--- config.mk ---
export PLATFORM = sky130hd
export DESIGN_NAME = sa_weight_feeder
export DESIGN_NICKNAME = d
export VERILOG_FILES = /design/src/rtl/sa_weight_feeder.sv
export SDC_FILE = /design/constraint.sdc
export NUM_CORES = 1
export LEC_CHECK = 0
export ABC_AREA = 1
export CAP_MARGIN = 25
export CORE_MARGIN = 5
export CORE_UTILIZATION = 33
export DETAILED_ROUTE_END_ITERATION = 7
export GPL_TIMING_DRIVEN = 0
export PLACE_DENSITY = 0.56
export SLEW_MARGIN = 10
export SYNTH_ARGS = -nofsm -noshare
export SYNTH_HDL_FRONTEND = slang
export SYNTH_SLANG_ARGS = --single-unit
--- constraint.sdc ---
create_clock -name clk -period 5.6 [get_ports clk]
set_input_delay 0.56 -clock clk [delete_from_list [all_inputs] [get_ports clk]]
set_output_delay 0.56 -clock clk [all_outputs]
set_load 0.01 [all_outputs]
--- src/rtl/sa_weight_feeder.sv ---
// Weight feeder for the systolic array: buffers unskewed weight vectors and emits them with lane i delayed by i cycles.
// Build macro WFEED_STALL_EN adds stall_i, which freezes the feeder and blanks its outputs while asserted.
module sa_weight_feeder #(
  parameter int PE_SIZE    = 2,
  parameter int DATA_WIDTH = 8,
  parameter int FIFO_DEPTH = 4,
  parameter int LEN_WIDTH  = 8
) (
  input  logic                          clk,
  input  logic                          rst,
`ifdef WFEED_STALL_EN
  input  logic                          stall_i,
`endif
  input  logic                          start_i,
  input  logic [LEN_WIDTH-1:0]          len_i,
  output logic                          busy_o,
  output logic                          done_o,
  input  logic                          vec_valid_i,
  output logic                          vec_ready_o,
  input  logic [DATA_WIDTH*PE_SIZE-1:0] vec_data_i,
  output logic [DATA_WIDTH*PE_SIZE-1:0] weight_col_o,
  output logic [PE_SIZE-1:0]            weight_en_col_o
);
  localparam int VEC_W = DATA_WIDTH * PE_SIZE;
  localparam int PTR_W = (FIFO_DEPTH > 1) ? $clog2(FIFO_DEPTH) : 1;
  localparam int CNT_W = PTR_W + 1;
  localparam logic [PTR_W-1:0]     PTR_ONE  = PTR_W'(1);
  localparam logic [CNT_W-1:0]     CNT_ONE  = CNT_W'(1);
  localparam logic [CNT_W-1:0]     CNT_FULL = CNT_W'(FIFO_DEPTH);
  localparam logic [LEN_WIDTH-1:0] LEN_ONE  = LEN_WIDTH'(1);

  typedef enum logic [1:0] {S_IDLE, S_STREAM, S_DRAIN} state_t;
  state_t state, state_nxt;

  logic stall;
`ifdef WFEED_STALL_EN
  assign stall = stall_i;
`else
  assign stall = 1'b0;
`endif

  logic [VEC_W-1:0]     fifo_mem [FIFO_DEPTH];
  logic [PTR_W-1:0]     wr_ptr, rd_ptr;
  logic [CNT_W-1:0]     fifo_cnt;
  logic                 fifo_full, fifo_empty;
  logic [LEN_WIDTH-1:0] len_q, acc_cnt, pop_cnt;
  logic                 start_ok;
  logic                 push_p0, pop_p0, last_p0;
  logic [VEC_W-1:0]     rd_data_p0;
  logic [PE_SIZE-1:0]   vld_p, last_p;

  assign fifo_full   = (fifo_cnt == CNT_FULL);
  assign fifo_empty  = (fifo_cnt == '0);
  assign start_ok    = (state == S_IDLE) && start_i && (len_i != '0);
  assign vec_ready_o = (state == S_STREAM) && !fifo_full && (acc_cnt < len_q) && !stall;
  assign push_p0     = vec_valid_i && vec_ready_o;
  assign pop_p0      = (state == S_STREAM) && !fifo_empty && (pop_cnt < len_q) && !stall;
  assign rd_data_p0  = fifo_mem[rd_ptr];
  // pop_cnt < len_q whenever this matters, so the increment cannot overflow
  assign last_p0     = pop_p0 && ((pop_cnt + LEN_ONE) == len_q);

  always_ff @(posedge clk) begin
    if (push_p0) fifo_mem[wr_ptr] <= vec_data_i;
  end

  always_ff @(posedge clk) begin
    if (rst) begin
      wr_ptr   <= '0;
      rd_ptr   <= '0;
      fifo_cnt <= '0;
      len_q    <= '0;
      acc_cnt  <= '0;
      pop_cnt  <= '0;
    end else begin
      if (start_ok) begin
        len_q   <= len_i;
        acc_cnt <= '0;
        pop_cnt <= '0;
      end
      if (push_p0) begin
        wr_ptr  <= wr_ptr + PTR_ONE;
        acc_cnt <= acc_cnt + LEN_ONE;
      end
      if (pop_p0) begin
        rd_ptr  <= rd_ptr + PTR_ONE;
        pop_cnt <= pop_cnt + LEN_ONE;
      end
      case ({push_p0, pop_p0})
        2'b10:   fifo_cnt <= fifo_cnt + CNT_ONE;
        2'b01:   fifo_cnt <= fifo_cnt - CNT_ONE;
        default: fifo_cnt <= fifo_cnt;
      endcase
    end
  end

  always_ff @(posedge clk) begin
    if (rst) state <= S_IDLE;
    else     state <= state_nxt;
  end

  always_comb begin
    state_nxt = state;
    unique case (state)
      S_IDLE:   if (start_ok) state_nxt = S_STREAM;
      S_STREAM: begin
        if (done_o)                 state_nxt = S_IDLE;
        else if (pop_cnt == len_q)  state_nxt = S_DRAIN;
      end
      S_DRAIN:  if (done_o) state_nxt = S_IDLE;
      default:  state_nxt = S_IDLE;
    endcase
  end

  // ---- pop stage -> skew stages: enable and end-of-tile marker travel with the data ----
  always_ff @(posedge clk) begin
    if (rst) begin
      vld_p  <= '0;
      last_p <= '0;
    end else if (!stall) begin
      vld_p[0]  <= pop_p0;
      last_p[0] <= last_p0;
      for (int k = 1; k < PE_SIZE; k++) begin
        vld_p[k]  <= vld_p[k-1];
        last_p[k] <= last_p[k-1];
      end
    end
  end

  for (genvar i = 0; i < PE_SIZE; i++) begin : g_lane
    // lane i keeps i+1 stages so its element leaves i cycles after lane 0
    logic [DATA_WIDTH-1:0] lane_p [i+1];

    always_ff @(posedge clk) begin
      if (rst) begin
        for (int k = 0; k <= i; k++) lane_p[k] <= '0;
      end else if (!stall) begin
        lane_p[0] <= pop_p0 ? rd_data_p0[i*DATA_WIDTH +: DATA_WIDTH] : '0;
        for (int k = 1; k <= i; k++) lane_p[k] <= lane_p[k-1];
      end
    end

    assign weight_col_o[i*DATA_WIDTH +: DATA_WIDTH] = stall ? '0 : lane_p[i];
  end

  assign weight_en_col_o = stall ? '0 : vld_p;
  assign done_o          = last_p[PE_SIZE-1] && !stall;
  assign busy_o          = (state != S_IDLE);

endmodule

## Yosys cells after proc, flatten, opt, wreduce, memory -nomap -nowiden

Memory sizes are Yosys's and may differ from the RTL's. A register that Yosys moved wholly into a read port is not among the register bits.
Index checks and enable logic that the tools add are counted.

| storage, ports and cells | value |
|---|---|
| flip-flop bits (word level) | 37 |
| latch bits | 0 |
| memory bits (writable) | 88 |
| memory bits (read-only) | 0 |
| bits of input ports | 28 |
| output and inout bits | 21 |
| word-level logic and storage cells | 73 |
| memories | 3 |

| operators by class | value |
|---|---|
| add/sub/neg operators | 6 |
| multiply operators | 0 |
| divide/modulo/power cells | 0 |
| order comparisons | 2 |
| eq/ne operators | 10 |
| shift-type cells | 0 |
| muxes and demuxes | 22 |
| bitwise logic cells | 2 |
| reductions and logical operators | 19 |

Memory list:

| name | words | width | rd ports | clocked after Yosys merged registers in | write ports | RTL line | source |
|---|---|---|---|---|---|---|---|
| fifo_mem | 4 | 16 | 1 | 1 | 1 | 42 | `logic [VEC_W-1:0] fifo_mem [FIFO_DEPTH];` |
| g_lane[1].lane_p | 2 | 8 | 2 | 0 | 2 | 131 | `logic [DATA_WIDTH-1:0] lane_p [i+1];` |
| g_lane[0].lane_p | 1 | 8 | 1 | 0 | 1 | 131 |  |

Operator list:

| operator | number |
|---|---|
| $mux 8 | 8 |
| $add 8x1->8 const B | 2 |
| $eq 8x8->1 | 2 |
| $lt 8x8->1 | 2 |
| $mux 2 | 6 |
| $logic_and 1x1->1 | 8 |
| $reduce_bool 2->1 | 4 |
| $reduce_bool 8->1 | 1 |
| $reduce_or 8->1 | 1 |
| $mux 1 | 6 |
| $pmux 2 s3 | 1 |
| $pmux 3 s2 | 1 |
| $add 2x1->2 const B | 2 |
| $eq 2x1->1 const B | 2 |
| $eq 2x2->1 const B | 2 |
| $ne 2x2->1 const B | 2 |
| $add 3x1->3 const B | 1 |
| $eq 3x3->1 const B | 1 |
| $logic_not 3->1 | 1 |
| $ne 3x2->1 const B | 1 |
| $reduce_and 3->1 | 1 |
| $sub 3x1->3 const B | 1 |
| $logic_not 1->1 | 2 |
| $logic_not 2->1 | 1 |
| $or 1x1->1 | 2 |

## Logic depth before layout (Yosys ltp)

Gate-level depths: netlist of run 1.

| logic depth | value |
|---|---|
| depth in word-level cells | 7 |
| mapped depth | 16 |
| depth with buffers taken out | 15 |

## Worst setup path before layout of run 1

Ideal clock, no wire load.

| path | value |
|---|---|
| path kind | register to register |
| start | register len_q[7] |
| end | memory fifo_mem[0][0] (netlist name), enable pin |
| arrival time | 2.116 ns |
| setup slack | 3.096 ns |
| stages on the path, launching flop included | 11 |
| clock period less this slack | 2.504 ns |
| path through | dfxtp_1 > inv_1 > ha_1 > nand2_1 > inv_1 > nor2_1 > nand2_1 > nor2_4 > nand3_4 > buf_6 > nor2_1 |

| on the way | value |
|---|---|
| cells in the longest elaborated chain, start to end | 5 |

Ends and longest elaborated chain:

| item | RTL line | source |
|---|---|---|
| start, declared | 46 | `logic [LEN_WIDTH-1:0] len_q, acc_cnt, pop_cnt;` |
| start signal, assigned | 76 | `len_q <= len_i;` |
| $lt 8x8->1 | 55 | `assign vec_ready_o = (state == S_STREAM) && !fifo_full && (acc_cnt < len_q) && !stall;` |
| $logic_and 1x1->1 | 55 |  |
| $logic_and 1x1->1 | 56 | `assign push_p0 = vec_valid_i && vec_ready_o;` |
| $mux 1 | 63 | `if (push_p0) fifo_mem[wr_ptr] <= vec_data_i;` |
| $mux 1 (not written as such) | 63 |  |
| end, declared | 42 |  |

No other way between the ends.

## Worst setup path in the final report of run 1

| path | value |
|---|---|
| start | register len_q[7] |
| end | output vec_ready_o |

| on the way | value |
|---|---|
| cells in the longest elaborated chain, start to end | 2 |

Ends and longest elaborated chain:

| item | RTL line | source |
|---|---|---|
| $lt 8x8->1 | 55 |  |
| $logic_and 1x1->1 | 55 |  |
| end, declared | 19 | `output logic vec_ready_o,` |

No other way between the ends.

==> reports/metrics.cfg, run 1 <==
[sta]
maxClockFrequency_ghz = 0.3387
post-route-period-util_pct = 52.73
tightestPinTransition_ns = 0.6221
timing_hold_violations_final = 0
timing.hold.ws_ns = 0.4020
grt_setup_unrepaired = no
fin_tns_setup_ns = 0
finalSetupViolCount = 0
finalClockSkew_ns = 0.008891
post-route-min-period_ns = 2.953
drv_slew = 0
timing.max_slew.rel_slack_pct = 58.52

[yosys]
synth_top_area_cell = edfxtp_1
yosys-top-cells-area = edfxtp_1 35%, dfxtp_1 23%, nor2_1 6.8%
synth_top_area_share_pct = 34.79
netlist_area_mm2 = 0.005524
postSynthAreaPerCell_um2 = 9.315
synth_async_sr_flop_share_pct = 0
area_fraction_in_compound_gates_after_synthesis_pct = 10.26
synthCells = 593
synth_edf_count = 64
syn_nets = 644
yosys.area_share.simple_pct = 18.60
sequential_element_share_of_the_synthesized_area_pct = 57.62
adder_and_majority_gate_portion_of_the_synthesized_area_pct = 5.345
synthXorXnorAreaFrac_pct = 0.3171
synth_cell_type_count = 29
synth.mux.area_fraction_pct = 0
synthMostInstantiatedCell = nor2_1
main_combinational_cell_family_by_area_after_synthesis = simple AND/OR/NAND/NOR gates
total_of_flip_flops_plus_latches_after_synthesis = 127
most_instantiated_flip_flop_cell_in_the_synthesis_netlist = edfxtp_1
synth_warnings = 0
ys_top_cells_by_count = 100 x nor2_1, 71 x nand2_1, 70 x inv_1, 64 x edfxtp_1, 63 x dfxtp_1

[clock_network]
htree_levels = 4
holdBufCountCts = 0
post_cts.resized_instances = 0
tritoncts = yes
cts.path.max_buffers = 2
clockRootBuffer = clkbuf_16
clk_pin_slew_worst_paths_ns = 0.06
post_cts_setup_driven_buffer_insertion_count = 0
numClockSinks = 127
clock_latency_ns = 0.42
tritoncts.num_buffers = 17

[global_route]
global_route.overflow_total = 0
grt_start_max_net_pins = 17
grt_antenna_before_repair = 1
number_of_global_route_vias_before_repair = 4139
grt_pass1_wl_um = 20860
groute.usage.overall_pct = 13.58

[power]
power_per_cell_area_mw_per_mm2 = 336.0
static_leakage_power_nw = 2.648
power.ir.vdd_worst_v = 0.0002232

[route]
routedWlPerCell_um = 14.09
first_iter_violations = 248
route.antenna.remaining_nets = 0
firstDrtPassIters = 5
detail_route.wirelength_um = 12630
post-route-drc-count = 0
vias_per_cell = 4.588
via_total_after_detailed_routing = 4111

[place]
post-place-cells = 864
gp_congestion = 0.8793
placement.cell_area_mm2 = 0.006340
post-dp-hpwl_um = 8777
port-buffer-count = 47

[run_status]
status = completed

[critical_path]
type_of_the_worst_setup_path = reg -> out
type_of_element_capturing_the_critical_path = output pin
timing.critical_path.from_type = flip-flop
critPathArrivalTime_ns = 2.39
critPathRequiredTime_ns = 5.04
critPathMaxFanout = 9

[floorplanning]
die_area_mm2 = 0.01943
std_cell_rows = 47
i_o_pin_count = 49
die-height_um = 139.4
die_x_um = 139.4
floorplan.initialDensity_pct = 33.43
fp.coreArea_mm2 = 0.01652

[layout]
instances_no_fill = 896
fill_cells = 1556
stdcell_area_mm2 = 0.006939
drive_above_1_share_pct = 10.80
num_antenna_cells = 0
final_nets = 714
area_delta_synth_final_pct = 25.62

[job]
cap_violations = 0

[min_path]
hp-class = reg -> reg

## final cells by class
type | count | area [um2] | share of cell area (%)
flip-flops and latches | 127 | 3183 | 45.87
multi-input cells | 365 | 1917 | 27.62
clock buffers | 23 | 531.8 | 7.663
repair buffers | 51 | 530.5 | 7.645
well taps | 220 | 275.3 | 3.967
inverters | 71 | 266.5 | 3.841
plain buffers | 30 | 167.7 | 2.416
clock inverters | 9 | 67.56 | 0.9737
## registers in the layout (all words and copies together), names as in the netlist, named ones only
signal,cells
pop_cnt,8
g_lane.lane_p,24
rd_ptr,2
wr_ptr,2
len_q,8
acc_cnt,8
weight_en_col_o,2
fifo_cnt,3
last_p,2
fifo_mem,64
state,2
## worst paths after layout
kind / from / endpoint / slack (ns) / cells after the start
worst min register to register: g_lane[1].lane_p[0][3]$_SDFF_PP0_ / g_lane[1].lane_p[0][11]$_SDFF_PP0_ / 0.40 / 2
worst max register to register: len_q[7]$_SDFFE_PP0P_ / fifo_cnt[2]$_SDFFE_PP0P_ / 2.89 / 15
worst max-delay path: len_q[7]$_SDFFE_PP0P_ / vec_ready_o / 2.65 / 9
worst min-delay path: g_lane[1].lane_p[0][3]$_SDFF_PP0_ / g_lane[1].lane_p[0][11]$_SDFF_PP0_ / 0.40 / 2
## where the power goes
| group | switching (mW) | leakage, nW | internal [mW] | total [mW] |
|---|---|---|---|---|
| Clock | 0.407 | 0.296 | 0.672 | 1.08 |
| Sequential | 0.0151 | 1.09 | 1.01 | 1.02 |
| Combinational | 0.147 | 1.26 | 0.0838 | 0.231 |
| Total | 0.569 | 2.65 | 1.76 | 2.33 |
## worst max-delay path: stages (launching register included)
cell	delay [ns]
dfxtp_1	0.33
inv_1	0.09
ha_1	0.33
nand2_1	0.07
inv_1	0.03
nor2_1	0.09
nand2_1	0.09
nor2_4	0.23
and2_1	0.17
clkdlybuf4s50_1	0.54
## through the flow
| step | power, mW | utilization (%) | worst slack [ns] |
|---|---|---|---|
| 6_report | 2.332 | 41.99 | 2.647 |
| 3_3_place_gp | 1.264 | 37.94 | 2.270 |
| 3_5_place_dp | 1.274 | 38.37 | 2.875 |
| 5_1_grt | 2.433 | 41.99 | 2.431 |
| 2_1_floorplan | 1.182 | - | 3.096 |
| 4_1_cts | 2.357 | 41.99 | 2.607 |
## cells in the final DEF (no fill, tap or decap), types with 9 or more instances in the layout
cell type / n
a21oi_1: 41
a21oi_2: 10
buf_4: 9
clkbuf_1: 14
clkbuf_16: 20
clkdlybuf4s50_1: 47
dfxtp_1: 63
edfxtp_1: 64
ha_1: 22
inv_1: 70
nand2_1: 71
nand3_1: 38
nand4_1: 13
nor2_1: 96
o21ai_0: 52
## cell families after synthesis
logic type	after synthesis
fa+ha+maj	23
simple gates	235
buf+inv	101
compound gates	105
xor+xnor	2
flops	127
## routing by layer
layer  global-route usage, %  wire length, um  share of wire [%]
met1                   17.03             5774                 46
met2                   21.70             6039                 48
met3                   3.293              504                4.0
met4                   7.158              298                2.4
met5                       0               11              0.087
(Power assumes the default switching activity.)
==> run 2: changes to the inputs <==
--- a/config.mk
+++ b/config.mk
@@ -11,7 +11,7 @@
 export CORE_UTILIZATION = 33
 export DETAILED_ROUTE_END_ITERATION = 7
 export GPL_TIMING_DRIVEN = 0
-export PLACE_DENSITY = 0.56
+export PLACE_DENSITY = 0.57
 export SLEW_MARGIN = 10
 export SYNTH_ARGS = -nofsm -noshare
 export SYNTH_HDL_FRONTEND = slang
==> constraint.sdc (replaced) <==
create_clock -name clk -period 2.6 [get_ports clk]
set_input_delay 0.26 -clock clk [delete_from_list [all_inputs] [get_ports clk]]
set_output_delay 0.26 -clock clk [all_outputs]
set_load 0.01 [all_outputs]
==> run 2 against run 1 <==
Global-route usage hardly changed. Combinational power grew 130%. Routed wire length up 2.6%. Clock power increased by 130%. Core utilization rose by 0.78 points. Total power grew 120%. Register-to-register slack got worse by 2.7 ns. Sequential power increased by 120%. Sequential share of layout area down 0.82 points. Critical endpoint is now fifo_cnt[2]$_SDFFE_PP0P_. Largest cell class unchanged. Highest routed layer is now met4.
==> reports/metrics.cfg, run 2 (synthesized netlist as in run 1, its figures left out) <==
[floorplanning]
die_x_um = 139.4
i_o_pin_count = 49
fp.coreArea_mm2 = 0.01652
floorplan.initialDensity_pct = 33.43
die_area_mm2 = 0.01943
die-height_um = 139.4
std_cell_rows = 47

[route]
detail_route.wirelength_um = 12950
firstDrtPassIters = 4
post-route-drc-count = 0
via_total_after_detailed_routing = 4240
route.antenna.remaining_nets = 0
vias_per_cell = 4.680
first_iter_violations = 294
routedWlPerCell_um = 14.30

[layout]
largest_register_ffs = 64
drive_above_1_share_pct = 13.27
area_delta_synth_final_pct = 27.95
layout_commonest_cell = nor2_1
fill_cells = 1554
finalCoreUtilization_pct = 42.77
most-common-layout-cells = 95 x nor2_1, 71 x nand2_1, 67 x inv_1
final_nets = 724
stdcell_area_mm2 = 0.007068
multi_input_comb_area_mm2 = 0.001949
registers.top_by_ff_count = fifo_mem
largestRegisters = fifo_mem (64), g_lane.lane_p (24)
num_antenna_cells = 0
sequential_cell_area_mm2 = 0.003184

[sta]
final.setup.worst_slack_ns = 0.1737
finalClockSkew_ns = 0.009857
tightestPinTransition_ns = 0.6501
maxClockFrequency_ghz = 0.4122
timing.max_slew.rel_slack_pct = 56.66
finalSetupViolCount = 0
post-route-min-period_ns = 2.426
drv_slew = 0
timing_hold_violations_final = 0
post-route-period-util_pct = 93.32

[clock_network]
holdBufCountCts = 0
numClockSinks = 127
clockRootBuffer = clkbuf_16
tritoncts.num_buffers = 17
tritoncts = yes
htree_levels = 4
clock_latency_ns = 0.41
cts.path.max_buffers = 2
clk_pin_slew_worst_paths_ns = 0.06

[place]
dpl_worst_slack_ns = -0.2145
port-buffer-count = 47
placement.cell_area_mm2 = 0.006340
post-dp-hpwl_um = 8709
gp_congestion = 0.8711

[global_route]
grt_start_max_net_pins = 17
global_route.overflow_total = 0
grt_antenna_before_repair = 0
grt_pass1_wl_um = 20840
groute.usage.overall_pct = 13.55
number_of_global_route_vias_before_repair = 4108

[critical_path]
critPathRequiredTime_ns = 2.89
timing.critical_path.from_type = flip-flop
worstReg2RegEnd = fifo_cnt[2]$_SDFFE_PP0P_
critPathMaxFanout = 10
type_of_the_worst_setup_path = reg -> reg
type_of_element_capturing_the_critical_path = flip-flop
register_to_register_setup_slack_ns = 0.17
critPathArrivalTime_ns = 2.72
worst_r2r_startpoint = len_q[6]$_SDFFE_PP0P_
reg2reg_depth = 14

[job]
cap_violations = 0

[power]
power.ir.vdd_worst_v = 0.0004428
static_leakage_power_nw = 2.712
power_per_cell_area_mw_per_mm2 = 733.3

[min_path]
worstHoldStart = vec_valid_i
hold_path_depth = 3
hp-class = in -> reg
min_delay_worst_endpoint = acc_cnt[4]$_SDFFE_PP0P_

[run_status]
status = completed

[run 2: final cells by class]
type                            instances  area share, %
Tap cell                              220          3.894
Inverter                               71          3.771
Timing Repair Buffer                   61          8.603
Clock buffer                           18          6.072
Buffer                                 30          2.478
Sequential cell                       127          45.05
Multi-Input combinational cell        365          27.58
Clock inverter                         14          2.549
[run 2: worst max path at each step]
stage                           from  depth (start not counted)                   endpoint
2_1_floorplan  len_q[7]$_SDFFE_PP0P_                         10   fifo_mem[0][0]$_DFFE_PP_
3_3_place_gp   len_q[7]$_SDFFE_PP0P_                         10  fifo_mem[3][14]$_DFFE_PP_
3_5_place_dp   len_q[7]$_SDFFE_PP0P_                         15   fifo_cnt[2]$_SDFFE_PP0P_
4_1_cts        len_q[7]$_SDFFE_PP0P_                         15   fifo_cnt[2]$_SDFFE_PP0P_
5_1_grt        len_q[6]$_SDFFE_PP0P_                         14   fifo_cnt[2]$_SDFFE_PP0P_
6_report       len_q[6]$_SDFFE_PP0P_                         14   fifo_cnt[2]$_SDFFE_PP0P_
[run 2: per-layer routing]
metal	wire, um	track usage [%]	share of wire [%]	vias to the layer above
met5	0	0	0	-
met4	276	5.664	2.1	0
met3	542	3.259	4.2	21
met2	6356	22.04	49	108
met1	5777	17.31	45	1979
li1	-	-	-	2132
[run 2: worst max-delay path: stages (launching register included)]
cell and delay (ns):
dfxtp_1 0.34, inv_2 0.07, ha_1 0.29, nand2_1 0.08, nor3b_2 0.23, nor2_4 0.08, nand3_4 0.08, buf_8 0.15
ha_1 0.15, inv_1 0.07, fa_1 0.38, a21oi_1 0.14, o21ai_1 0.10, o21ai_1 0.13, a21oi_1 0.05
[run 2: metrics by stage]
stage	setup TNS (ns)	hold WS [ns]	cells	total power, mW
floorplan	0	0.3291	593	2.545
global placement	-42.64	0.3902	860	2.722
detailed placement	-0.2145	0.3920	864	2.744
CTS	0	0.2058	902	5.208
global route	-0.00008260	0.2354	906	5.381
finish	0	0.2214	906	5.183
[run 2: repair_timing]
item                       4_1_cts  5_1_grt
setup endpoints to repair        2        2
cloned                           0        0
gates resized for setup          5        8
pin swaps                        5        2
setup buffers                    6        4
[run 2: power breakdown]
part	switching (mW)	total, mW	internal (mW)
Combinational	0.332	0.539	0.208
Clock	0.919	2.44	1.52
Sequential	0.0338	2.20	2.17
